## src/rtl/ntt_pkg.sv

```systemverilog
// Shared types and helpers for the radix-2 NTT address sequencer.
package ntt_pkg;

    typedef enum logic [1:0] {
        IDLE = 2'd0,
        WORK = 2'd1,
        DONE = 2'd2
    } ntt_state_t;

    localparam logic NTT_FWD = 1'b0;
    localparam logic NTT_INV = 1'b1;

    // Butterflies per transform: N_LOG stages of N/2 butterflies each.
    function automatic int ntt_beats(input int n_log);
        return n_log * (1 << (n_log - 1));
    endfunction

endpackage

```

## src/rtl/ntt_loop_ctr.sv

```systemverilog
// Nested j/k/stage loop counters for in-place radix-2 butterflies.
// Outputs describe the beat the counters are about to hold (next state).
module ntt_loop_ctr
    import ntt_pkg::*;
#(
    parameter  int N_LOG = 3,
    localparam int CW    = N_LOG + 1,
    localparam int SW    = $clog2(N_LOG + 1)
) (
    input  logic             clk,
    input  logic             rst_n,
    input  logic             i_load,
    input  logic             i_inv,
    input  logic             i_advance,
    output logic [N_LOG-1:0] o_u,
    output logic [N_LOG-1:0] o_v,
    output logic [N_LOG-1:0] o_w,
    output logic [SW-1:0]    o_stage,
    output logic             o_j_wrap,
    output logic             o_k_wrap,
    output logic             o_final
);

    localparam logic [CW-1:0] N_VAL = CW'(1) << N_LOG;

    logic [CW-1:0] r_j, r_k, r_w, r_m, r_stride;
    logic [SW-1:0] r_s;
    logic          r_inv;
    logic          r_jw, r_kw;

    logic [CW-1:0] w_nj, w_nk, w_nw, w_nm, w_nstride, w_nhalf;
    logic [SW-1:0] w_ns;
    logic          w_ninv;
    logic          w_jw, w_kw, w_fin;

    // w replaces j*stride with a running sum that restarts at every j wrap.
    always_comb begin
        w_nj      = r_j;
        w_nk      = r_k;
        w_nw      = r_w;
        w_nm      = r_m;
        w_nstride = r_stride;
        w_ns      = r_s;
        w_ninv    = r_inv;
        if (i_load) begin
            w_ninv = i_inv;
            w_nj   = '0;
            w_nk   = '0;
            w_nw   = '0;
            if (i_inv == NTT_INV) begin
                w_ns      = SW'(N_LOG);
                w_nm      = N_VAL;
                w_nstride = CW'(1);
            end else begin
                w_ns      = SW'(1);
                w_nm      = CW'(2);
                w_nstride = N_VAL >> 1;
            end
        end else if (i_advance) begin
            if (!r_jw) begin
                w_nj = r_j + CW'(1);
                w_nw = r_w + r_stride;
            end else begin
                w_nj = '0;
                w_nw = '0;
                if (!r_kw) begin
                    w_nk = r_k + r_m;
                end else begin
                    w_nk = '0;
                    if (r_inv == NTT_INV) begin
                        w_ns      = r_s - SW'(1);
                        w_nm      = r_m >> 1;
                        w_nstride = r_stride << 1;
                    end else begin
                        w_ns      = r_s + SW'(1);
                        w_nm      = r_m << 1;
                        w_nstride = r_stride >> 1;
                    end
                end
            end
        end
    end

    always_comb begin
        w_nhalf = w_nm >> 1;
        w_jw    = (w_nj == w_nhalf - CW'(1));
        w_kw    = (w_nk == N_VAL - w_nm);
        w_fin   = (w_ninv == NTT_INV) ? (w_ns == SW'(1)) : (w_ns == SW'(N_LOG));
    end

    always_ff @(posedge clk or negedge rst_n) begin
        if (!rst_n) begin
            r_j      <= '0;
            r_k      <= '0;
            r_w      <= '0;
            r_m      <= '0;
            r_stride <= '0;
            r_s      <= '0;
            r_inv    <= 1'b0;
            r_jw     <= 1'b0;
            r_kw     <= 1'b0;
        end else begin
            r_j      <= w_nj;
            r_k      <= w_nk;
            r_w      <= w_nw;
            r_m      <= w_nm;
            r_stride <= w_nstride;
            r_s      <= w_ns;
            r_inv    <= w_ninv;
            r_jw     <= w_jw;
            r_kw     <= w_kw;
        end
    end

    // u, v < N and w < N/2, so dropping the counter MSB loses nothing.
    assign o_u      = w_nk[N_LOG-1:0] + w_nj[N_LOG-1:0];
    assign o_v      = o_u + w_nhalf[N_LOG-1:0];
    assign o_w      = w_nw[N_LOG-1:0];
    assign o_stage  = w_ns;
    assign o_j_wrap = w_jw;
    assign o_k_wrap = w_kw;
    assign o_final  = w_fin;

endmodule

```

## src/rtl/ntt_addr_gen.sv

```systemverilog
// Radix-2 NTT/INTT butterfly address sequencer with a valid/ready output beat.
// Owns the IDLE/WORK/DONE control FSM and all registered outputs.
module ntt_addr_gen
    import ntt_pkg::*;
#(
    parameter  int N_LOG = 3,
    localparam int SW    = $clog2(N_LOG + 1)
) (
    input  logic             clk,
    input  logic             rst_n,
    input  logic             start,
    input  logic             inv,
    input  logic             abort,
    output logic             out_valid,
    input  logic             out_ready,
    output logic [N_LOG-1:0] addr_u,
    output logic [N_LOG-1:0] addr_v,
    output logic [N_LOG-1:0] addr_w,
    output logic [SW-1:0]    stage,
    output logic             tw_inv,
    output logic             last,
    output logic             busy,
    output logic             done
);

    ntt_state_t       r_state, w_state_n;
    logic             r_out_valid, r_tw_inv, r_last, r_busy, r_done;
    logic [N_LOG-1:0] r_addr_u, r_addr_v, r_addr_w;
    logic [SW-1:0]    r_stage;

    logic             w_valid_n, w_tw_inv_n, w_last_n, w_done_n;
    logic [N_LOG-1:0] w_addr_u_n, w_addr_v_n, w_addr_w_n;
    logic [SW-1:0]    w_stage_n;
    logic             w_load, w_advance, w_accept;

    logic [N_LOG-1:0] w_ctr_u, w_ctr_v, w_ctr_w;
    logic [SW-1:0]    w_ctr_stage;
    logic             w_ctr_j_wrap, w_ctr_k_wrap, w_ctr_final;

    assign w_accept = r_out_valid && out_ready;

    ntt_loop_ctr #(.N_LOG(N_LOG)) u_loop_ctr (
        .clk       (clk),
        .rst_n     (rst_n),
        .i_load    (w_load),
        .i_inv     (inv),
        .i_advance (w_advance),
        .o_u       (w_ctr_u),
        .o_v       (w_ctr_v),
        .o_w       (w_ctr_w),
        .o_stage   (w_ctr_stage),
        .o_j_wrap  (w_ctr_j_wrap),
        .o_k_wrap  (w_ctr_k_wrap),
        .o_final   (w_ctr_final)
    );

    // The counters step in the same cycle a beat is accepted, so the next
    // beat lands in the output registers on that edge with no bubble.
    always_comb begin
        w_state_n  = r_state;
        w_valid_n  = r_out_valid;
        w_tw_inv_n = r_tw_inv;
        w_last_n   = r_last;
        w_done_n   = 1'b0;
        w_addr_u_n = r_addr_u;
        w_addr_v_n = r_addr_v;
        w_addr_w_n = r_addr_w;
        w_stage_n  = r_stage;
        w_load     = 1'b0;
        w_advance  = 1'b0;

        case (r_state)
            IDLE: begin
                if (start) begin
                    w_load     = 1'b1;
                    w_state_n  = WORK;
                    w_valid_n  = 1'b1;
                    w_tw_inv_n = inv;
                end
            end
            WORK: begin
                if (w_accept) begin
                    if (r_last) begin
                        w_state_n = DONE;
                        w_valid_n = 1'b0;
                        w_last_n  = 1'b0;
                        w_done_n  = 1'b1;
                    end else begin
                        w_advance = 1'b1;
                    end
                end
            end
            DONE:    w_state_n = IDLE;
            default: w_state_n = IDLE;
        endcase

        if (abort) begin
            w_state_n = IDLE;
            w_valid_n = 1'b0;
            w_last_n  = 1'b0;
            w_done_n  = 1'b0;
            w_load    = 1'b0;
            w_advance = 1'b0;
        end

        if (w_load || w_advance) begin
            w_addr_u_n = w_ctr_u;
            w_addr_v_n = w_ctr_v;
            w_addr_w_n = w_ctr_w;
            w_stage_n  = w_ctr_stage;
            w_last_n   = w_ctr_j_wrap && w_ctr_k_wrap && w_ctr_final;
        end
    end

    always_ff @(posedge clk or negedge rst_n) begin
        if (!rst_n) begin
            r_state     <= IDLE;
            r_out_valid <= 1'b0;
            r_tw_inv    <= 1'b0;
            r_last      <= 1'b0;
            r_busy      <= 1'b0;
            r_done      <= 1'b0;
            r_addr_u    <= '0;
            r_addr_v    <= '0;
            r_addr_w    <= '0;
            r_stage     <= '0;
        end else begin
            r_state     <= w_state_n;
            r_out_valid <= w_valid_n;
            r_tw_inv    <= w_tw_inv_n;
            r_last      <= w_last_n;
            r_busy      <= (w_state_n != IDLE);
            r_done      <= w_done_n;
            r_addr_u    <= w_addr_u_n;
            r_addr_v    <= w_addr_v_n;
            r_addr_w    <= w_addr_w_n;
            r_stage     <= w_stage_n;
        end
    end

    assign out_valid = r_out_valid;
    assign addr_u    = r_addr_u;
    assign addr_v    = r_addr_v;
    assign addr_w    = r_addr_w;
    assign stage     = r_stage;
    assign tw_inv    = r_tw_inv;
    assign last      = r_last;
    assign busy      = r_busy;
    assign done      = r_done;

endmodule
```

## config.mk

```make
export PLATFORM = sky130hd
export DESIGN_NAME = ntt_addr_gen
export DESIGN_NICKNAME = d
export VERILOG_FILES = /design/src/rtl/ntt_pkg.sv /design/src/rtl/ntt_loop_ctr.sv /design/src/rtl/ntt_addr_gen.sv
export SDC_FILE = /design/constraint.sdc
export NUM_CORES = 1
export LEC_CHECK = 0
export CELL_PAD_IN_SITES_DETAIL_PLACEMENT = 1
export CELL_PAD_IN_SITES_GLOBAL_PLACEMENT = 1
export CORE_MARGIN = 3
export CORE_UTILIZATION = 47
export CTS_BUF_LIST = sky130_fd_sc_hd__clkbuf_8
export CTS_CLUSTER_SIZE = 28
export DETAILED_ROUTE_END_ITERATION = 12
export GPL_TIMING_DRIVEN = 0
export HOLD_SLACK_MARGIN = 0.05
export PLACE_DENSITY = 0.85
export SYNTH_ARGS = -nofsm -noshare
export SYNTH_HDL_FRONTEND = slang
export SYNTH_SLANG_ARGS = --single-unit
export TNS_END_PERCENT = 100
```

## constraint.sdc

```tcl
create_clock -name clk -period 3.9 [get_ports clk]
set_input_delay 0.585 -clock clk [delete_from_list [all_inputs] [get_ports clk]]
set_output_delay 0.585 -clock clk [all_outputs]
set_load 0.05 [all_outputs]
```

==> run_results.csv <==
group,metric,value,unit
yosys,synth-edff-count,0,
worst_setup_path,worstPathCellList,"clkdlybuf4s50_1, and3b_1, a21oi_2, mux2_2, ha_1, inv_1, fa_1, inv_1, fa_1, xnor2_1, xnor2_1, a21oi_1",
detailed_routing,via_count,1895,
yosys,syn_nets,253,
place,portBuffers,21,
yosys,synth_compound_area_share,12.0,%
yosys,synthDistinctLibCells,46,
floorplanning,dieArea,5990,um^2
clocking,clkTransAtPathRegs,80,ps
sta,setup_viol,0,
place,globalplace.congestion,0.760,
detailed_routing,routed_wl,5930,um
detailed_routing,dr.pass1.iters,4,
layout,fillers,560,
grt,grt-ovfl-total,0,
layout,finalNetCount,283,
floorplanning,die_w,77.4,um
sta,timing.fmax,0.276,GHz
layout,layout_common_cells,"dfrtp_1, nand2_1, clkdlybuf4s50_1",
clocking,htree_levels,2,
sta,worst_clock_skew,2.84,ps
yosys,synth-async-reset-ratio,100,%
floorplanning,core_area,4820,um^2
layout,final_common_cell,"dfrtp_1",
place,dpl.cell_count,323,
yosys,ys_ff_latch,42,
grt,grt_pass1_vias,2051,
worst_setup_path,worstSetupPathType,"in2reg",
sta,slew-limit-headroom,48.9,%
yosys,ys.flop_type,"dfrtp_1",
worst_setup_path,start_kind,"primary input",
grt,track_usage,21.6,%
worst_setup_path,cp_max_fo,9,
yosys,synthCells,234,
worst_hold_path,hp-class,"in2async",
layout,area_growth,18.9,%
layout,layout-drive-gt1-share,12.5,%
floorplanning,start_util,49.8,%
sta,slew_violations,0,
yosys,synth_area,2400,um^2
worst_setup_path,max_stage_delay,570,ps
clocking,cts_buffers,5,
yosys,yosys_warnings,0,
sta,finalHoldViolCount,0,
job,drv_cap,0,
pwr,p_leak,0.00124,uW
grt,grt_pass1_wl,10100,um
detailed_routing,routedWlPerCell,17.9,um
yosys,synthAdderAreaFrac,8.04,%
sta,period_share,92.9,%
yosys,muxShareOfSynthArea,5.43,%
grt,antenna_found_initial,0,
sta,rsz0062_at_grt,"false",
clocking,clk_latency,290,ps
detailed_routing,drc,0,
yosys,synth_top_family_by_area,"simple AND/OR/NAND/NOR gates",
worst_setup_path,critPathCaptureType,"register",
floorplanning,rows,25,
detailed_routing,ant_nets,0,
yosys,synth-xor-area-share,7.31,%
layout,fin_util,59.2,%
detailed_routing,via_per_inst,5.71,
layout,fin_cells,332,
place,dpl.hpwl,4470,um
floorplanning,die_y,77.4,um
grt,grt_max_degree,29,
yosys,synth_seq_area_share,43.8,%
worst_setup_path,worstPathArrival,3790,ps
worst_setup_path,required,4060,ps
status,status,"completed",
sta,whs,200,ps
yosys,avgSynthCellArea,10.2,um^2
clocking,tritoncts,"built",
detailed_routing,drt_first_iter_violations,77,
pwr,vdd_drop_max,0.279,mV
worst_setup_path,crit_path_top_delay_cell,"fa_1",
sta,tightest_slew,763,ps
layout,antenna_cells,0,
yosys,synth-simple-area-share,19.4,%
clocking,hold_buffers,0,
floorplanning,ios,22,
clocking,clockRootBuffer,"clkbuf_8",
clocking,cts_sinks,42,
pwr,pwr_density_cell,409,nW/um^2
sta,fin_crit,3620,ps
clocking,clk_path_buf_depth,2,
[final timing paths]
path	from	endpoint	slack, ps	depth (start not counted)
max	out_ready	addr_v[2]	280	12
max in group asynchronous	rst_n	addr_u[0]	3230	2
min reg2reg	addr_v[0]	addr_v[0]	470	2
min in group clk	addr_v[0]	addr_v[0]	470	2
min	rst_n	busy	200	1
max reg2reg	r_state[0]	addr_v[2]	530	12
[cell type report]
type	count	area [um^2]	share of cell area [%]
clock inverter	2	12.5	0.439
multi-input combinational	175	1290	45.2
inverter	10	37.5	1.32
sequential	42	1050	36.9
clock buffer	6	82.6	2.90
buffer	7	58.8	2.06
timing repair buffer	23	235	8.25
tap	67	83.8	2.94
[report_power, final]
group | internal, uW | total (uW) | switching (uW)
registers | 479 | 521 | 42.6
logic | 133 | 350 | 217
clock network | 142 | 296 | 153
[routing by layer]
metal,track usage (%),wire length (um),vias up
li1,-,-,885
met1,26.5,2540,961
met2,38.9,3100,40
met3,3.48,198,9
met4,6.23,92,0
met5,0,0,-
[logic make-up after synthesis]
family          Yosys count
compound gates           44
buf+inv                  17
flops                    42
mux                      12
fa+ha+maj                13
simple gates             86
xor+xnor                 20
[cells in the mapped netlist (6+ instances only)]
cell type / count / area [um^2]
dfrtp_1: 42 / 1050
nand2_1: 27 / 101
nor2_1: 15 / 56.3
xnor2_1: 15 / 131
o21ai_0: 13 / 65.1
a21oi_1: 11 / 55.1
inv_1: 10 / 37.5
ha_1: 9 / 113
nand3_1: 8 / 40.0
mux2i_1: 7 / 70.1
a22o_1: 6 / 52.6
[flip-flops by register name (all words and copies together) (netlist names), 2 cells and up]
name,flops
u_loop_ctr.r_stride,4
u_loop_ctr.r_j,4
addr_v,3
u_loop_ctr.r_w,3
r_state,2
addr_u,3
u_loop_ctr.r_k,4
u_loop_ctr.r_s,2
u_loop_ctr.r_m,4
addr_w,3
stage,2
[per-stage QoR]
stage	power, uW	setup TNS [ps]	instance area, um^2	setup WS, ps
detailed placement	873	-1450	2710	-741
global route	1240	0	2850	74.7
CTS	1180	0	2840	41.9
global placement	861	-1220	2690	-670
finish	1170	0	2850	276
floorplan	759	0	2400	334
[repair_timing]
item	4_1_cts	5_1_grt
gates resized for setup	6	4
hold endpoints to repair	0	0
pin swaps	1	0
endpoints found under the setup margin	2	2
buffers inserted	1	0
[worst max-delay path, delay by kind of cell]
kind            cells  cell delay [ps]
buf+inv             3              640
compound gates      2              500
mux                 1              300
fa+ha+maj           3             1120
simple gates        1              280
xor+xnor            2              360
No activity file was read; power rests on OpenSTA's default activity.
==> RTL change: new RTL, config.mk and constraints unchanged <==
`N_LOG` is set to 3 in 2 places; all go to 4.
--- a/src/rtl/ntt_loop_ctr.sv
+++ b/src/rtl/ntt_loop_ctr.sv
@@ -5,3 +5,3 @@
 #(
-    parameter  int N_LOG = 3,
+    parameter  int N_LOG = 4,
     localparam int CW    = N_LOG + 1,
--- a/src/rtl/ntt_addr_gen.sv
+++ b/src/rtl/ntt_addr_gen.sv
@@ -5,3 +5,3 @@
 #(
-    parameter  int N_LOG = 3,
+    parameter  int N_LOG = 4,
     localparam int SW    = $clog2(N_LOG + 1)
Ports: changed (resized addr_u, addr_v, addr_w and stage); port bits go from 22 to 26. No check against the original RTL was run, so the function may have changed too.
==> RTL change against the original RTL <==
Sequential power is 24% higher. Cell area increased by 41%. Sequential cell count rose by 10. Wire length up 69%. Register-to-register slack got worse by 310 ps. Clock skew grew 14 ps. Area after synthesis grew 44%. Non-clock buffer count is 17 higher. Worst setup slack got worse by 52 ps. Power rose by 26%. Critical endpoint is now addr_v[3]. Largest power group unchanged. Highest routed layer unchanged.
==> RTL change: results (changes against the original RTL) <==
metric,value,unit,change
outcome,completed,,
avgViaCountPerCell,6.11,,+7.0%
wl_met3,411,um,+110%
finalWeightedCongestion,0.910,,+20%
grt_pass1_vias,3279,,+60%
synthesis.nets,385,,+52%
total_leakage_power,0.00183,uW,+48%
cp_slowest_cell,fa_2,,
portBuffers,25,,+19%
wl_per_cell,20.2,um,+13%
drive_gt1_frac,0.158,,+0.0330
ys_top_cells_by_count,"dfrtp_1 (52), nand2_1 (36), nand3_1 (21), a21oi_1 (20), inv_1 (20)",,
arrival,3910,ps,+120 ps
r2r_slack,220,ps,-310 ps
place_ws,-825,ps,-83.7 ps
clock_latency,330,ps,+40 ps
synth.distinct_cells,74,,+61%
synthTopCellsByArea,"dfrtp_1 (38%), ha_1 (5.1%), nand2_1 (3.9%)",,
wl_met2,4960,um,+60%
first_pass_iters,5,,+1
hpwl,7360,um,+65%
timing.rr.end,addr_v[3],,
grt_max_degree,40,,+38%
path_clk_slew,110,ps,+30 ps
met1Wirelength,4370,um,+72%
irDropWorstVdd,0.183,mV,-34%
postSynthCellCount,361,,+54%
fillers,786,,+40%
synth-seq-area-share,0.378,,-0.0606
worst_pin_slew,706,ps,-56.1 ps
fin_nets,423,,+49%
grt_usage,0.253,,+0.0370
==> RTL change: cell count changes after synthesis, moves of 6 or more <==
cell / unedited run / this run
nor3_1: 5 / 11
inv_1: 10 / 20
dfrtp_1: 42 / 52
clkbuf_1: 2 / 9
nand3_1: 8 / 21
nand2_1: 27 / 36
a21oi_1: 11 / 20
==> RTL change: layer usage <==
layer  global-route usage  up-vias
met3               0.0361       25
met4               0.0942        0
met1                0.326     1531
li1                     -     1389
met2                0.430       85
met5                    0        -
==> RTL change: worst max path at each step <==
stage,end,cells past startpoint,slack (ps),from
floorplan,addr_v[3],14,420,last
global placement,addr_v[3],13,-750,abort
detailed placement,addr_v[3],13,-820,abort
CTS,addr_v[3],13,7,start
global route,addr_v[3],14,-0.6,r_state[0]
finish,addr_v[3],14,220,u_loop_ctr.r_m[0]
==> RTL change: repair_timing <==
action                     in CTS  in global routing
pin swaps                       0                  1
resized for setup              11                 11
setup endpoints to repair       2                  1
buffers inserted                1                  5
hold buffers                    0                  0
==> RTL change: cell families after synthesis <==
| kind of cell | Yosys count | synth area share |
|---|---|---|
| xor gates and xnor gates | 16 | 0.0447 |
| buffers and inverters | 38 | 0.0454 |
| AOI/OAI and AO/OA | 88 | 0.190 |
| adders and majority gates | 18 | 0.0741 |
| muxes | 13 | 0.0432 |
| and+or+nand+nor | 136 | 0.225 |
| DFF | 52 | 0.378 |
==> RTL change: worst reg2reg max path: stages (launching register included) <==
cell,delay [ps]
dfrtp_1,420
ha_1,230
inv_1,70
fa_1,400
nor2_1,90
nand3_1,100
a21oi_2,380
inv_1,120
fa_2,660
inv_1,130
a41oi_2,210
nand3_1,100
mux2_2,280
and4_1,190
o31ai_1,200
==> RTL change: area by class of cell <==
class                   count  area [sq um]  share of cell area
inverters                  22          82.6              0.0205
well taps                  96           120              0.0298
clock buffers               5          68.8              0.0171
plain buffers              15          81.3              0.0202
repair buffers             32           310              0.0770
clock inverters             3          22.5             0.00559
flip-flops and latches     52          1300               0.323
multi-input cells         271          2040               0.507
==> RTL change: where the power goes <==
group / switching [uW] / leakage [uW] / internal (uW)
Clock: 204 / 0.0000485 / 129
Sequential: 53.1 / 0.000673 / 594
Combinational: 313 / 0.00111 / 181
Total: 570 / 0.00183 / 904
==> RTL change: through the flow <==
step                total power, uW  area (sq um)   util  hold slack [ps]
floorplan                       978          3440      -              289
detailed placement             1140          3830  0.552              456
finish                         1470          4030  0.580              141
global placement               1120          3810  0.549              450
global route                   1560          4030  0.580              149
CTS                            1470          3960  0.571              156
